`config.mk`:
```
export PLATFORM = sky130hd
export DESIGN_NAME = priority_decoder_driver
export DESIGN_NICKNAME = d
export VERILOG_FILES = /design/src/rtl/priority_decoder_driver.sv
export SDC_FILE = /design/constraint.sdc
export NUM_CORES = 1
export LEC_CHECK = 0
export CAP_MARGIN = 20
export CORE_AREA = 2 2 47 49
export DETAILED_ROUTE_END_ITERATION = 10
export DIE_AREA = 0 0 49 51
export GPL_TIMING_DRIVEN = 1
export PLACE_DENSITY = 0.72
export SYNTH_ARGS = -nofsm -noshare
export SYNTH_HDL_FRONTEND = slang
export SYNTH_SLANG_ARGS = --single-unit
```
`constraint.sdc`:
```
create_clock -name clk -period 1.9 [get_ports clk]
set_input_delay 0.19 -clock clk [delete_from_list [all_inputs] [get_ports clk]]
set_output_delay 0.19 -clock clk [all_outputs]
set_load 0.02 [all_outputs]
```
`src/rtl/priority_decoder_driver.sv`:
```
// Sequential 2:4 decoder for {y, zero} priority-encoder codes. It takes codes through a
// valid/ready handshake, drives a one-hot line for HOLD_CYCLES, idles for GAP_CYCLES, then pulses done.
module priority_decoder_driver #(
  parameter int unsigned HOLD_CYCLES = 4,
  parameter int unsigned GAP_CYCLES  = 1
) (
  input  logic       clk,
  input  logic       rst_n,
  input  logic       valid,
  input  logic [1:0] y,
  input  logic       zero,
  output logic       ready,
  output logic [3:0] d,
  output logic       busy,
  output logic       done
);

  localparam int unsigned CNT_W = 8;
  localparam int unsigned IDX_W = 2;
  localparam int unsigned D_W   = 4;

  localparam logic [CNT_W-1:0] HOLD_LOAD = CNT_W'(HOLD_CYCLES - 1);
  localparam logic [CNT_W-1:0] GAP_LOAD  = CNT_W'(GAP_CYCLES - 1);
  localparam bit               HAS_GAP   = (GAP_CYCLES > 0);

  typedef enum logic [1:0] {
    IDLE  = 2'd0,
    DRIVE = 2'd1,
    GAP   = 2'd2
  } state_t;

  state_t             state, state_next;
  logic [CNT_W-1:0]   cnt, cnt_next;
  logic [IDX_W-1:0]   idx, idx_next;
  logic [D_W-1:0]     d_next;
  logic               done_next;

  function automatic logic [D_W-1:0] onehot(input logic [IDX_W-1:0] i);
    return D_W'(1) << i;
  endfunction

  // Handshake status is decoded straight from the registered state
  assign ready = (state == IDLE);
  assign busy  = (state != IDLE);

  // State, counter, latched index and registered outputs
  always_ff @(posedge clk or negedge rst_n) begin
    if (!rst_n) begin
      state <= IDLE;
      cnt   <= '0;
      idx   <= '0;
      d     <= '0;
      done  <= 1'b0;
    end else begin
      state <= state_next;
      cnt   <= cnt_next;
      idx   <= idx_next;
      d     <= d_next;
      done  <= done_next;
    end
  end

  // Next-state and output decode; the counter is reloaded only on state entry
  always_comb begin
    state_next = state;
    cnt_next   = cnt;
    idx_next   = idx;
    d_next     = '0;
    done_next  = 1'b0;

    unique case (state)
      IDLE: begin
        if (valid) begin
          if (zero) begin
            done_next = 1'b1;
          end else begin
            idx_next   = y;
            cnt_next   = HOLD_LOAD;
            d_next     = onehot(y);
            state_next = DRIVE;
          end
        end
      end

      DRIVE: begin
        if (cnt == '0) begin
          if (HAS_GAP) begin
            cnt_next   = GAP_LOAD;
            state_next = GAP;
          end else begin
            state_next = IDLE;
            done_next  = 1'b1;
          end
        end else begin
          cnt_next = cnt - CNT_W'(1);
          d_next   = onehot(idx);
        end
      end

      GAP: begin
        if (cnt == '0) begin
          state_next = IDLE;
          done_next  = 1'b1;
        end else begin
          cnt_next = cnt - CNT_W'(1);
        end
      end

      default: begin
        state_next = IDLE;
        cnt_next   = '0;
      end
    endcase
  end

endmodule

```
==> results.yml, run 1 <==
logic_synthesis:
  yosysSeqAreaShare: 0.4416
  ys_warn_count: 0
  yosysUniqueCellTypes: 38
  ys_seq_elements: 17
  syn_area_sq_um: 963.4
  synthCells: 103
  postSynthAreaPerCell_sq_um: 9.354
  synthesis.nets: 111
sta:
  max-slew-margin-rel: 0.7864
  fmax_ghz: 0.5465
  setup_viol: 0
  finalCriticalPeriod_ps: 1830
  finalClockSkew_ps: 0.6375
  slew_viol_final: 0
  fin_crit_sh: 0.9631
  finalSetupTns_ps: 0
  tightest_slew_ps: 320.4
  finalHoldViolations: 0
clocking:
  clkTransAtPathRegs_ps: 100
  cts_tree: "done"
  clock_latency_ps: 300
  holdBufCountCts: 0
  cts.sinks: 17
  post_cts_resized: 1
  clock_path_buffers: 2
  post_cts_buffers: 0
  clockRootBuffer: "clkbuf_4"
  cts_inserted_buffers: 3
  htree_num_levels: 1
floorplan:
  start_util: 0.4669
  design.portCount: 13
  die_height_microns: 51
  placementRows: 17
  core_area_sq_um: 2063
  die_w_microns: 49
  dieArea_sq_um: 2499
layout:
  design_area_sq_um: 1187
  antennaDiodeCount: 0
  area_growth_pct: 23.25
  final_nets: 132
  drive_above_1_share: 0.1301
critical_path:
  arrival_ps: 2010
  reg2reg_from: "cnt[1]"
  worstPathMaxFanout: 4
  critical_path_class: "flip-flop to flip-flop"
  critPathCaptureType: "flip-flop"
  r2r_end: "cnt[7]"
  cp.required_ps: 2080
  crit_path_start: "cnt[1]"
  r2r_setup_slack_ps: 70
  worstRegToRegCells: 6
  start_kind: "flip-flop"
placed_design:
  hpwlAfterDp_mm: 1.537
  dpl-instance-area_sq_um: 1155
  routabilityCongestion: 0.8129
  io_buffers: 12
grt:
  grtUsageTotal: 0.1885
  grt_max_degree: 18
  grt_pass1_wl_mm: 3.477
  antenna_found_initial: 0
  grt-ovfl-total: 0
  grt_pass1_vias: 794
power_and_ir_drop:
  power_frac_seq: 0.609
  switching_share: 0.2378
  p_leak_nw: 0.5037
  combPwrFrac: 0.057
  p_per_area_nw_per_um2: 507.5
  p_int_mw: 0.4593
  power_switching_mw: 0.1433
  ir_drop_mv: 0.3384
  power_frac_clock: 0.333
route:
  wirelength_mm: 2.049
  drtAntennaViolNets: 0
  wire_per_inst_microns: 13.57
  drt-pass1-iter-count: 4
  dr_total_vias: 850
  viasPerCell: 5.629
  drc: 0
  drt_iter0_markers: 33
min_path:
  holdCritPathClass: "input port to asynchronous set/reset pin"
run_status:
  status: "complete, no violations"
job:
  drv_cap: 0
## cells by family after synthesis
| logic type | share of synthesized area |
|---|---|
| AND/OR/NAND/NOR | 0.2546 |
| AO/OA/AOI/OAI | 0.2052 |
| flip-flops | 0.4416 |
| buffers and inverters | 0.04414 |
| XOR/XNOR | 0.01819 |
| adder cells (fa/ha/maj) | 0.02597 |
| multiplexers | 0.01039 |
## worst max-delay path, stage by stage, from the launching register on
cell	delay [ps]
dfrtp_1	410
inv_1	100
ha_1	180
or4b_4	510
a211oi_4	300
or4b_1	150
a21oi_1	60
## layout by cell type, fill, tap and decap left out, drive strengths merged, types with 2 or more instances in the layout
cell	n
nor2	9
o22ai	2
ha	2
or3	2
o32ai	2
dfrtp	17
nand2b	3
xor2	2
nor3b	2
or4b	2
clkdlybuf4s50	10
a31oi	2
a21oi	5
nand3	4
buf	6
nand2	11
nor3	2
o21ai	8
a32o	2
inv	9
nor2b	2
clkbuf	3
## power groups by stage
stage | clock network (mW) | registers (mW) | logic, mW
after floorplan | 0 | 0.373 | 0.00986
after global placement | 0 | 0.374 | 0.0348
after detailed placement | 0 | 0.374 | 0.0351
after CTS | 0.202 | 0.367 | 0.0353
after global routing | 0.223 | 0.368 | 0.0390
final | 0.201 | 0.367 | 0.0346
## worst max-delay path by stage
stage          slack [ps]      to
6_report               70  cnt[7]
4_1_cts                40  cnt[0]
3_5_place_dp           90  cnt[0]
5_1_grt                -2  cnt[7]
3_3_place_gp          130  cnt[0]
2_1_floorplan         150  cnt[0]
## synthesized netlist by cell type
cell type / instances / area share
dfrtp_1: 17 / 0.44
nand2_1: 11 / 0.043
inv_1: 9 / 0.035
nor2_1: 9 / 0.035
o21ai_0: 6 / 0.031
a21oi_1: 5 / 0.026
nand3_1: 4 / 0.021
nand2b_1: 3 / 0.019
a31oi_1: 2 / 0.013
a32o_1: 2 / 0.021
ha_1: 2 / 0.026
nor2b_1: 2 / 0.013
o21ai_1: 2 / 0.010
o22ai_1: 2 / 0.013
o32ai_1: 2 / 0.018
or3_1: 2 / 0.013
xor2_1: 2 / 0.018
a211oi_4: 1 / 0.021
a221oi_1: 1 / 0.0091
and2_1: 1 / 0.0065
buf_2: 1 / 0.0052
clkbuf_1: 1 / 0.0039
mux2i_1: 1 / 0.010
nand3b_1: 1 / 0.0078
nand4_1: 1 / 0.0065
nor3_1: 1 / 0.0052
nor3_4: 1 / 0.017
nor3b_1: 1 / 0.0078
nor3b_4: 1 / 0.019
nor4b_1: 1 / 0.0091
o211ai_1: 1 / 0.0078
o2bb2ai_1: 1 / 0.0091
o31a_1: 1 / 0.0091
o31ai_1: 1 / 0.0078
o41ai_1: 1 / 0.0091
or2_2: 1 / 0.0065
or4b_1: 1 / 0.010
or4b_4: 1 / 0.014
## metrics by stage
stage                     hold slack [ps]  setup WS [ps]  utilization  power (mW)  cells
after floorplan                    -105.6          148.2            -      0.3832    103
after global placement              429.7          130.2       0.5597      0.4091    147
after detailed placement            427.4          92.11       0.5597      0.4094    147
after CTS                           207.8          43.72       0.5725      0.6044    151
after global routing                211.2         -1.984       0.5755      0.6299    151
final                               197.5          70.16       0.5755      0.6026    151
## cell type report
class / count / area, sq um
clock inverters: 1 / 5.005
inverters: 9 / 33.78
multi-input cells: 75 / 499.2
fillers: 179 / 875.8
repair buffers: 18 / 166.4
well taps: 28 / 35.03
clock buffers: 3 / 22.52
flip-flops and latches: 17 / 425.4
## flip-flops by register name (all words and copies together), names as in the netlist
name   count
d          4
idx        2
cnt        8
done       1
state      2
## layer usage
layer	vias up	wire length, microns	track usage
met5	-	0	0
met4	0	47	0.1000
met3	7	99	0.04678
met2	24	958	0.2808
met1	405	943	0.2538
li1	414	-	-
Power figures use the tool's default switching activity.
==> run 2: changes to the inputs <==
--- a/config.mk
+++ b/config.mk
@@ -7,6 +7,7 @@
 export LEC_CHECK = 0
 export CAP_MARGIN = 20
 export CORE_AREA = 2 2 47 49
+export CTS_CLUSTER_DIAMETER = 30
 export DETAILED_ROUTE_END_ITERATION = 10
 export DIE_AREA = 0 0 49 51
 export GPL_TIMING_DRIVEN = 1
==> results of run 2 <==
Same layout as run 1: the final DEF is identical, and so are final timing and power.
==> run 3: changes to the inputs <==
--- a/config.mk
+++ b/config.mk
@@ -12,6 +12,7 @@
 export DIE_AREA = 0 0 49 51
 export GPL_TIMING_DRIVEN = 1
 export PLACE_DENSITY = 0.72
+export SKIP_LAST_GASP = 1
 export SYNTH_ARGS = -nofsm -noshare
 export SYNTH_HDL_FRONTEND = slang
 export SYNTH_SLANG_ARGS = --single-unit
==> results of run 3 <==
Same layout as run 1: the final DEF is identical, and so are final timing and power.
